--- config.mk ---
export PLATFORM = sky130hd
export DESIGN_NAME = alu_muldiv_ctrl_flat
export DESIGN_NICKNAME = d
export VERILOG_FILES = /design/src/rtl/alu_muldiv_ctrl_if.sv /design/src/rtl/alu_muldiv_ctrl.sv /design/src/flat_wrapper.sv
export SDC_FILE = /design/constraint.sdc
export NUM_CORES = 2
export LEC_CHECK = 0
export BUFFER_PORTS_ARGS = -buffer_cell sky130_fd_sc_hd__buf_2
export CORE_MARGIN = 3
export CORE_UTILIZATION = 55
export CTS_BUF_LIST = sky130_fd_sc_hd__clkbuf_2 sky130_fd_sc_hd__clkbuf_4 sky130_fd_sc_hd__clkbuf_8
export DETAILED_ROUTE_END_ITERATION = 7
export GPL_TIMING_DRIVEN = 0
export PLACE_DENSITY = 0.73
export SLEW_MARGIN = 20
export SYNTH_ARGS = -nofsm -noshare
export SYNTH_HDL_FRONTEND = slang
export SYNTH_SLANG_ARGS = --single-unit
export TNS_END_PERCENT = 30
--- constraint.sdc ---
create_clock -name i_clock -period 7.2 [get_ports i_clock]
set_input_delay 0.36 -clock i_clock [delete_from_list [all_inputs] [get_ports i_clock]]
set_output_delay 0.36 -clock i_clock [all_outputs]
set_load 0.01 [all_outputs]
--- src/rtl/alu_muldiv_ctrl_if.sv ---
// alu_muldiv_ctrl_if
//  Bundles the EX-stage request (instruction, operands, valid, flush) and the
//  registered response/status signals of alu_muldiv_ctrl.
//  Ports carried:
//   i_valid, i_instruction, i_rfile_rs, i_rfile_rt, i_signed_operation, i_flush  (request)
//   o_result, o_alu_zero, o_valid, o_stall, o_busy, o_illegal                   (response)
//  modport master: the pipeline side that issues requests.
//  modport slave : the ALU/mul-div control block.
interface alu_muldiv_ctrl_if #(
  parameter int NB_DATA = 32
);
  logic               i_valid;
  logic [NB_DATA-1:0] i_instruction;
  logic [NB_DATA-1:0] i_rfile_rs;
  logic [NB_DATA-1:0] i_rfile_rt;
  logic               i_signed_operation;
  logic               i_flush;
  logic [NB_DATA-1:0] o_result;
  logic               o_alu_zero;
  logic               o_valid;
  logic               o_stall;
  logic               o_busy;
  logic               o_illegal;

  modport master (
    output i_valid, i_instruction, i_rfile_rs, i_rfile_rt, i_signed_operation, i_flush,
    input  o_result, o_alu_zero, o_valid, o_stall, o_busy, o_illegal
  );

  modport slave (
    input  i_valid, i_instruction, i_rfile_rs, i_rfile_rt, i_signed_operation, i_flush,
    output o_result, o_alu_zero, o_valid, o_stall, o_busy, o_illegal
  );
endinterface

--- src/rtl/alu_muldiv_ctrl.sv ---
// alu_muldiv_ctrl
//  EX-stage ALU control: decodes the R-type funct/shamt fields, executes
//  single-cycle ALU ops with a registered result, and runs an iterative
//  shift-add multiplier / restoring divider that writes HI/LO.
//  Ports:
//   i_clock   rising-edge clock
//   i_reset_n asynchronous active-low reset
//   bus       alu_muldiv_ctrl_if.slave (request in, result/status out)
module alu_muldiv_ctrl #(
  parameter int NB_DATA        = 32,
  parameter int NB_ADDR        = $clog2(NB_DATA),
  parameter int NB_CTRL_OPCODE = 6
) (
  input  logic             i_clock,
  input  logic             i_reset_n,
  alu_muldiv_ctrl_if.slave bus
);
  typedef logic [NB_CTRL_OPCODE-1:0] funct_t;
  localparam funct_t F_SLL  = 6'h00, F_SRL  = 6'h02, F_SRA  = 6'h03, F_SLLV = 6'h04;
  localparam funct_t F_SRLV = 6'h06, F_SRAV = 6'h07, F_JR   = 6'h08;
  localparam funct_t F_MFHI = 6'h10, F_MTHI = 6'h11, F_MFLO = 6'h12, F_MTLO = 6'h13;
  localparam funct_t F_MULT = 6'h18, F_MULTU = 6'h19, F_DIV = 6'h1A, F_DIVU = 6'h1B;
  localparam funct_t F_ADD  = 6'h21, F_SUB  = 6'h23, F_AND  = 6'h24, F_OR   = 6'h25;
  localparam funct_t F_XOR  = 6'h26, F_NOR  = 6'h27, F_SLT  = 6'h2A, F_SLTU = 6'h2B;
  localparam logic [NB_ADDR-1:0] LAST_STEP = NB_ADDR'(NB_DATA - 1);

  typedef enum logic [1:0] {ST_IDLE, ST_MUL, ST_DIV, ST_FIX} state_t;

  state_t               state_reg, state_next;
  logic [NB_ADDR-1:0]   cnt_reg, cnt_next;
  logic [2*NB_DATA-1:0] acc_reg, acc_next;     // mul: {hi, multiplier}; div: {remainder, dividend/quotient}
  logic [NB_DATA-1:0]   opnd_reg, opnd_next;   // multiplicand or divisor
  logic                 is_div_reg, is_div_next;
  logic                 neg_lo_reg, neg_lo_next; // negate product / quotient in FIX
  logic                 neg_hi_reg, neg_hi_next; // negate remainder in FIX
  logic [NB_DATA-1:0]   hi_reg, hi_next, lo_reg, lo_next;
  logic [NB_DATA-1:0]   result_reg, result_next;
  logic                 zero_reg, zero_next, valid_reg, valid_next, illegal_reg, illegal_next;

  // Decode
  funct_t             funct;
  logic [NB_ADDR-1:0] shamt;
  logic [NB_DATA-1:0] rs, rt;
  logic               is_mul, is_div, is_hilo, busy, stall, accept;
  logic               unused_instr_bits;

  assign funct   = bus.i_instruction[NB_CTRL_OPCODE-1:0];
  assign shamt   = bus.i_instruction[NB_CTRL_OPCODE +: NB_ADDR];
  assign rs      = bus.i_rfile_rs;
  assign rt      = bus.i_rfile_rt;
  assign unused_instr_bits = ^bus.i_instruction[NB_DATA-1:NB_CTRL_OPCODE+NB_ADDR];
  assign is_mul  = (funct == F_MULT) || (funct == F_MULTU);
  assign is_div  = (funct == F_DIV) || (funct == F_DIVU);
  assign is_hilo = is_mul || is_div || (funct == F_MFHI) || (funct == F_MFLO)
                   || (funct == F_MTHI) || (funct == F_MTLO);
  assign busy    = (state_reg != ST_IDLE);
  // Only HI/LO users wait on the engine; everything else overlaps with it.
  assign stall   = busy && bus.i_valid && is_hilo;
  assign accept  = bus.i_valid && !stall && !bus.i_flush;

  // Single-cycle ALU
  logic [NB_DATA-1:0] alu_value;
  logic               illegal_op, slt_bit;

  assign slt_bit = bus.i_signed_operation ? ($signed(rs) < $signed(rt)) : (rs < rt);

  always_comb begin
    alu_value  = '0;
    illegal_op = 1'b0;
    case (funct)
      F_SLL:  alu_value = rt << shamt;
      F_SRL:  alu_value = rt >> shamt;
      F_SRA:  alu_value = $unsigned($signed(rt) >>> shamt);
      F_SLLV: alu_value = rt << rs[NB_ADDR-1:0];
      F_SRLV: alu_value = rt >> rs[NB_ADDR-1:0];
      F_SRAV: alu_value = $unsigned($signed(rt) >>> rs[NB_ADDR-1:0]);
      F_ADD:  alu_value = rs + rt;
      F_SUB:  alu_value = rs - rt;
      F_AND:  alu_value = rs & rt;
      F_OR:   alu_value = rs | rt;
      F_XOR:  alu_value = rs ^ rt;
      F_NOR:  alu_value = ~(rs | rt);
      F_SLT:  alu_value = {{(NB_DATA-1){1'b0}}, slt_bit};
      F_SLTU: alu_value = {{(NB_DATA-1){1'b0}}, (rs < rt)};
      F_MFHI: alu_value = hi_reg;
      F_MFLO: alu_value = lo_reg;
      F_MTHI, F_MTLO: alu_value = rs;
      F_JR, F_MULT, F_MULTU, F_DIV, F_DIVU: alu_value = '0;
      default: illegal_op = 1'b1;
    endcase
  end

  // Mul/div operand preparation and one iteration step
  logic                 sgn_op, rs_neg, rt_neg, rt_zero;
  logic [NB_DATA-1:0]   abs_rs, abs_rt;
  logic [NB_DATA:0]     mul_sum, div_shift, div_diff;
  logic                 div_ge;
  logic [2*NB_DATA-1:0] mul_step, div_step, product_fixed;
  logic [NB_DATA-1:0]   quo_fixed, rem_fixed;

  assign sgn_op  = (funct == F_MULT) || (funct == F_DIV);
  assign rs_neg  = sgn_op && rs[NB_DATA-1];
  assign rt_neg  = sgn_op && rt[NB_DATA-1];
  assign rt_zero = (rt == '0);
  assign abs_rs  = rs_neg ? -rs : rs;
  assign abs_rt  = rt_neg ? -rt : rt;

  assign mul_sum   = {1'b0, acc_reg[2*NB_DATA-1:NB_DATA]} + {1'b0, (acc_reg[0] ? opnd_reg : '0)};
  assign mul_step  = {mul_sum, acc_reg[NB_DATA-1:1]};
  assign div_shift = {acc_reg[2*NB_DATA-1:NB_DATA], acc_reg[NB_DATA-1]};
  assign div_ge    = (div_shift >= {1'b0, opnd_reg});
  assign div_diff  = div_shift - {1'b0, opnd_reg};
  assign div_step  = div_ge ? {div_diff[NB_DATA-1:0], acc_reg[NB_DATA-2:0], 1'b1}
                            : {div_shift[NB_DATA-1:0], acc_reg[NB_DATA-2:0], 1'b0};

  assign product_fixed = neg_lo_reg ? -acc_reg : acc_reg;
  assign quo_fixed     = neg_lo_reg ? -acc_reg[NB_DATA-1:0] : acc_reg[NB_DATA-1:0];
  assign rem_fixed     = neg_hi_reg ? -acc_reg[2*NB_DATA-1:NB_DATA] : acc_reg[2*NB_DATA-1:NB_DATA];

  // Next-state and datapath next values
  always_comb begin
    state_next   = state_reg;
    cnt_next     = cnt_reg;
    acc_next     = acc_reg;
    opnd_next    = opnd_reg;
    is_div_next  = is_div_reg;
    neg_lo_next  = neg_lo_reg;
    neg_hi_next  = neg_hi_reg;
    hi_next      = hi_reg;
    lo_next      = lo_reg;
    result_next  = result_reg;
    zero_next    = zero_reg;
    valid_next   = 1'b0;
    illegal_next = 1'b0;

    if (accept && !is_mul && !is_div) begin
      result_next  = alu_value;
      zero_next    = (alu_value == '0);
      valid_next   = 1'b1;
      illegal_next = illegal_op;
      if (funct == F_MTHI) hi_next = rs;
      if (funct == F_MTLO) lo_next = rs;
    end

    if (bus.i_flush) begin
      state_next = ST_IDLE;
    end else begin
      case (state_reg)
        ST_IDLE: begin
          if (accept && (is_mul || is_div)) begin
            state_next  = is_div ? ST_DIV : ST_MUL;
            cnt_next    = '0;
            is_div_next = is_div;
            opnd_next   = is_div ? abs_rt : abs_rs;
            acc_next    = {{NB_DATA{1'b0}}, (is_div ? abs_rs : abs_rt)};
            // Divide by zero keeps the all-ones quotient unsigned-looking.
            neg_lo_next = (rs_neg ^ rt_neg) && !(is_div && rt_zero);
            neg_hi_next = rs_neg;
          end
        end
        ST_MUL: begin
          acc_next = mul_step;
          cnt_next = cnt_reg + 1'b1;
          if (cnt_reg == LAST_STEP) state_next = ST_FIX;
        end
        ST_DIV: begin
          acc_next = div_step;
          cnt_next = cnt_reg + 1'b1;
          if (cnt_reg == LAST_STEP) state_next = ST_FIX;
        end
        ST_FIX: begin
          if (is_div_reg) begin
            hi_next = rem_fixed;
            lo_next = quo_fixed;
          end else begin
            {hi_next, lo_next} = product_fixed;
          end
          state_next = ST_IDLE;
        end
        default: state_next = ST_IDLE;
      endcase
    end
  end

  always_ff @(posedge i_clock or negedge i_reset_n) begin
    if (!i_reset_n) begin
      state_reg   <= ST_IDLE;
      cnt_reg     <= '0;
      acc_reg     <= '0;
      opnd_reg    <= '0;
      is_div_reg  <= 1'b0;
      neg_lo_reg  <= 1'b0;
      neg_hi_reg  <= 1'b0;
      hi_reg      <= '0;
      lo_reg      <= '0;
      result_reg  <= '0;
      zero_reg    <= 1'b1;
      valid_reg   <= 1'b0;
      illegal_reg <= 1'b0;
    end else begin
      state_reg   <= state_next;
      cnt_reg     <= cnt_next;
      acc_reg     <= acc_next;
      opnd_reg    <= opnd_next;
      is_div_reg  <= is_div_next;
      neg_lo_reg  <= neg_lo_next;
      neg_hi_reg  <= neg_hi_next;
      hi_reg      <= hi_next;
      lo_reg      <= lo_next;
      result_reg  <= result_next;
      zero_reg    <= zero_next;
      valid_reg   <= valid_next;
      illegal_reg <= illegal_next;
    end
  end

  assign bus.o_result   = result_reg;
  assign bus.o_alu_zero = zero_reg;
  assign bus.o_valid    = valid_reg;
  assign bus.o_stall    = stall;
  assign bus.o_busy     = busy;
  assign bus.o_illegal  = illegal_reg;
endmodule

--- src/flat_wrapper.sv ---
// flat-port wrapper written by rule: the top's interface ports become plain ports
module alu_muldiv_ctrl_flat 
#(
  parameter int NB_DATA        = 32,
  parameter int NB_ADDR        = $clog2(NB_DATA),
  parameter int NB_CTRL_OPCODE = 6
)
  (i_clock, i_reset_n, bus_i_valid, bus_i_instruction, bus_i_rfile_rs, bus_i_rfile_rt, bus_i_signed_operation, bus_i_flush, bus_o_result, bus_o_alu_zero, bus_o_valid, bus_o_stall, bus_o_busy, bus_o_illegal);
  alu_muldiv_ctrl_if #(.NB_DATA(NB_DATA)) bus_i ();
  input  logic i_clock;
  input  logic i_reset_n;
  input wire logic [$bits(bus_i.i_valid)-1:0] bus_i_valid;
  input wire logic [$bits(bus_i.i_instruction)-1:0] bus_i_instruction;
  input wire logic [$bits(bus_i.i_rfile_rs)-1:0] bus_i_rfile_rs;
  input wire logic [$bits(bus_i.i_rfile_rt)-1:0] bus_i_rfile_rt;
  input wire logic [$bits(bus_i.i_signed_operation)-1:0] bus_i_signed_operation;
  input wire logic [$bits(bus_i.i_flush)-1:0] bus_i_flush;
  output wire logic [$bits(bus_i.o_result)-1:0] bus_o_result;
  output wire logic [$bits(bus_i.o_alu_zero)-1:0] bus_o_alu_zero;
  output wire logic [$bits(bus_i.o_valid)-1:0] bus_o_valid;
  output wire logic [$bits(bus_i.o_stall)-1:0] bus_o_stall;
  output wire logic [$bits(bus_i.o_busy)-1:0] bus_o_busy;
  output wire logic [$bits(bus_i.o_illegal)-1:0] bus_o_illegal;
  assign bus_i.i_valid = bus_i_valid;
  assign bus_i.i_instruction = bus_i_instruction;
  assign bus_i.i_rfile_rs = bus_i_rfile_rs;
  assign bus_i.i_rfile_rt = bus_i_rfile_rt;
  assign bus_i.i_signed_operation = bus_i_signed_operation;
  assign bus_i.i_flush = bus_i_flush;
  assign bus_o_result = bus_i.o_result;
  assign bus_o_alu_zero = bus_i.o_alu_zero;
  assign bus_o_valid = bus_i.o_valid;
  assign bus_o_stall = bus_i.o_stall;
  assign bus_o_busy = bus_i.o_busy;
  assign bus_o_illegal = bus_i.o_illegal;
  alu_muldiv_ctrl #(.NB_DATA(NB_DATA), .NB_ADDR(NB_ADDR), .NB_CTRL_OPCODE(NB_CTRL_OPCODE)) u_core (.i_clock(i_clock), .i_reset_n(i_reset_n), .bus(bus_i));
endmodule
==> results of run 1 <==
-- layer usage --
layer  GRT overflow  global-route usage, %
met4              1                   62.5
met5              0                   2.10
met2              4                   85.7
met1              0                   66.7
met3              0                   38.0
-- repair_timing --
item,CTS
hold buffers,1
buffers inserted,0
hold endpoints to repair,30
-- through the flow --
stage	cell area, um2	std cells	setup slack (ps)
after detailed placement	31500	5086	410
after floorplan	29900	4280	2910
after CTS	32400	5155	1040
after global placement	31300	5082	385
-- kinds of logic after synthesis --
logic type | Yosys count
buffers and inverters | 513
XOR/XNOR | 183
AND/OR/NAND/NOR | 1466
adder cells (fa/ha/maj) | 181
flip-flops | 205
AO/OA/AOI/OAI | 1517
multiplexers | 215
==> metrics.yaml, run 1 <==
async_reset_ff_share_pct: 100
place_hpwl_um: 137000
synth_area_leaders: "dfrtp_1 17%, ha_1 7.4%, a21oi_1 6.6%, mux2i_1 6.4%, nor2_1 6.2%"
clock_sinks: 205
die-width_um: 239
yosys.area_share.xor_xnor_pct: 5.36
synth_most_common_cell: "nor2_1"
root_buffer: "clkbuf_8"
port_buffers: 114
pin_count: 138
grt_max_degree: 93
synth_top_cell_area_share_pct: 17.1
postSynthNetCount: 4562
synth-simple-area-share_pct: 22.6
die_y_um: 239
synth_top_family_by_area: "compound AO/OA/AOI/OAI gates"
outcome: "aborted with a tool error"
synthAdderAreaFrac_pct: 7.67
grt_pass1_wl_um: 268000
ys_seq_area_share_pct: 17.2
synth_ff_type: "dfrtp_1"
cts_resized: 0
stop_error: "[ERROR GRT-0116] Global routing finished with congestion. Check the congestion regions in the DRC Viewer."
cts-buffers-inserted: 37
ctsHtreeMaxLevel: 2
ys_top_cells_by_count: "490 x nor2_1, 439 x nand2_1, 393 x a21oi_1"
syn_area_per_cell_um2: 6.99
ys_ff_latch: 205
synth_cells: 4280
synth_cell_types: 100
grt_use_total_pct: 63.5
grt_overflow: 5
synth.cell_area_mm2: 0.0299
clockBufferDepth: 3
haltStage: "5_1_grt"
synth-edff-count: 0
grt_pass1_vias: 38700
gp_routability_congestion: 1.20
yosysWarnings: 0
start_util_pct: 56.2
synth_area_leader_cell: "dfrtp_1"
rows: 84
muxShareOfSynthArea_pct: 7.43
synth_compound_area_share_pct: 33.0
==> inputs of run 2 (changes only) <==
- CORE_UTILIZATION: 55 -> 40
- CTS_BUF_LIST: sky130_fd_sc_hd__clkbuf_2 sky130_fd_sc_hd__clkbuf_4 sky130_fd_sc_hd__clkbuf_8 -> not set
- PLACE_DENSITY: 0.73 -> not set
- PLACE_DENSITY_LB_ADDON: not set -> 0.15
==> run 2 against run 1 <==
Net effect:
- the run now ends clean
- synthesized area is the same
- synthesized cell count unchanged
==> metrics.yaml, run 2 <==
rows: 99  # +18%
power.switching_uw: 2850
grt_overflow: 0
die_y_um: 279  # +17%
r2r_start: "u_core.acc_reg[0]"
synth_ff_type: "dfrtp_1"
fin_tns_setup_ps: 0
crit_required_ps: 7710
vias: 37800
p_seq_share_pct: 26.5
start_util_pct: 40.7  # -16 points
hold_viol: 0
fin_crit_ps: 6610
power.internal_uw: 3100
worstMarginPinSlew_ps: 1380
cts_resized: 0  # unchanged
top_usage_layer: "met2"
synth_area_leaders: "dfrtp_1 17%, ha_1 7.4%, a21oi_1 6.6%, mux2i_1 6.4%, nor2_1 6.2%"
ir_worst_vdd_mv: 0.180
hold-path-cell-count: 3
cap_viol_max_count: 0
hold_path.class: "input pin to flop"
cts_tree: "yes"
crit_start: "bus_i_rfile_rt[5]"
grtUsageMet3_pct: 14.0
ys_top_cells_by_count: "490 x nor2_1, 439 x nand2_1, 393 x a21oi_1"
grt_use_total_pct: 47.3
first_pass_iters: 7
fin_area_mm2: 0.0328
syn_area_per_cell_um2: 6.99  # unchanged
clk_latency_ps: 590
arrival_ps: 7120
r2r-end: "u_core.acc_reg[61]"
crit_end: "u_core.bus.o_alu_zero"
synth_most_common_cell: "nor2_1"
use_met1_pct: 53.2
area_growth_pct: 9.82
timing.final.crit_share_pct: 91.8
rrSetupSlack_ps: 1370
avgRoutedWirePerCell_um: 35.1
slew_violations: 0
critPathLaunchType: "input pin"
synth_area_leader_cell: "dfrtp_1"
worstPathMaxFanout: 10
powerDensity_mw_per_mm2: 181
outcome: "complete, no violations"
skew_ps: 18.6
grt_pass1_wl_um: 267000
drt_iter0_markers: 5029
largest_reg_flops: 64
rsz0062_at_grt: "no"
antenna_found_initial: 13
pin_count: 138  # unchanged
clkPwrFrac_pct: 23.9
drive_gt1_share_pct: 7.01
synth_cells: 4280  # unchanged
synth_cell_types: 100  # unchanged
swShare_pct: 47.9
synth-edff-count: 0  # unchanged
final_cell_mix: "490 x nor2_1, 439 x nand2_1, 391 x a21oi_1, 320 x o21ai_0, 267 x clkbuf_1"
synth_top_cell_area_share_pct: 17.1  # unchanged
clk_pin_slew_ps: 60
hold_ws_ps: 194
leakage_uw: 0.0138
postSynthNetCount: 4562  # unchanged
routed_wl_um: 190000
dpl_cell_area_mm2: 0.0318  # +1.1%
fp.coreArea_mm2: 0.0735
critical_path_class: "input pin to flop"
ctsHtreeMaxLevel: 1  # -1
clock_sinks: 205  # unchanged
vias_per_cell: 6.96
clockBufferDepth: 3  # unchanged
rr_worst_depth: 17
port_buffers: 114  # unchanged
grt_max_degree: 79
ant_nets: 0
synth.cell_area_mm2: 0.0299  # unchanged
die-width_um: 279  # +17%
combPwrFrac_pct: 49.6
place_hpwl_um: 152000  # +11%
ys_ff_latch: 205  # unchanged
remaining_drc_errors: 0
setup_violations: 0
met2_usage_pct: 72.4
root_buffer: "clkbuf_16"
dieArea_mm2: 0.0781
gp_routability_congestion: 1.15  # -4.6%
final_common_cell: "nor2_1"
end_kind: "flop"
async_reset_ff_share_pct: 100  # unchanged
nNetsFinal: 4712
grt_pass1_vias: 35600
slew_headroom_pct: 8.23
yosysWarnings: 0  # unchanged
cts-buffers-inserted: 27  # -27%
max_freq_mhz: 151
ys_seq_area_share_pct: 17.2  # unchanged
[run 2: cell counts after synthesis]
No cell type changed its count.
[run 2: repair_timing]
item	4_1_cts	5_1_grt
buffers inserted	0	0
endpoints found under the setup margin	0	0
hold buffers	1	0
endpoints found under the hold margin	49	0
[run 2: per-stage QoR]
step | utilization [%] | std cells | setup WS (ps) | power (uW)
after floorplan | - | 4280 | 2910 | 3290
after global placement | 43.1 | 5353 | 482 | 4360
after detailed placement | 43.3 | 5358 | 488 | 4380
after CTS | 44.6 | 5409 | 1080 | 5800
after global routing | 44.7 | 5410 | 515 | 6180
final | 44.7 | 5425 | 590 | 5940
[run 2: worst min path at each step]
stage,startpoint,endpoint,slack (ps)
global route,bus_i_flush,u_core.state_reg[0],200
finish,bus_i_flush,u_core.state_reg[1],190
detailed placement,i_reset_n,u_core.lo_reg[3],340
global placement,u_core.opnd_reg[1],u_core.opnd_reg[1],470
CTS,bus_i_flush,u_core.state_reg[1],180
floorplan,i_reset_n,u_core.acc_reg[0],60
[run 2: kinds of logic after synthesis]
| family | share of synthesized area, % |
|---|---|
| compound gates | 33.0 |
| xor+xnor | 5.36 |
| fa+ha+maj | 7.67 |
| buf+inv | 6.82 |
| flops | 17.2 |
| mux | 7.43 |
| simple gates | 22.6 |
[run 2: final cells by class]
class | instances | area [um2]
fill | 7933 | 40600
multi-input combinational | 3562 | 22800
sequential | 205 | 5130
buffer | 352 | 1440
tap | 959 | 1200
clock buffer | 32 | 734
timing repair buffer | 121 | 674
inverter | 161 | 604
clock inverter | 18 | 178
antenna | 15 | 37.5
[run 2: critical path, cell delays in order]
cell and delay [ps]:
buf_2 100, clkbuf_1 390, clkbuf_1 700, inv_1 490
ha_1 420, clkbuf_1 230, nor4_1 530, nand2_1 100
o21ai_0 560, o21ai_0 490, o2111a_1 420, nor3_1 480
nand2_1 110, a31oi_1 450, o221ai_1 220, a221o_1 370
a2111oi_0 380, nand3_1 140, o2bb2ai_1 160
[run 2: metal layers]
layer / vias up / wire length (um)
met5: - / 10
met4: 2 / 22000
met3: 935 / 20700
met2: 2874 / 80700
met1: 18000 / 66900
li1: 16000 / -
[run 2: power groups by stage]
stage	Combinational [uW]	Clock, uW	Sequential (uW)
after detailed placement	2790	0	1580
after global placement	2780	0	1580
final	2950	1420	1570
after CTS	2810	1430	1570
after floorplan	1750	0	1540
after global routing	3100	1480	1600
(Power assumes the default switching activity.)
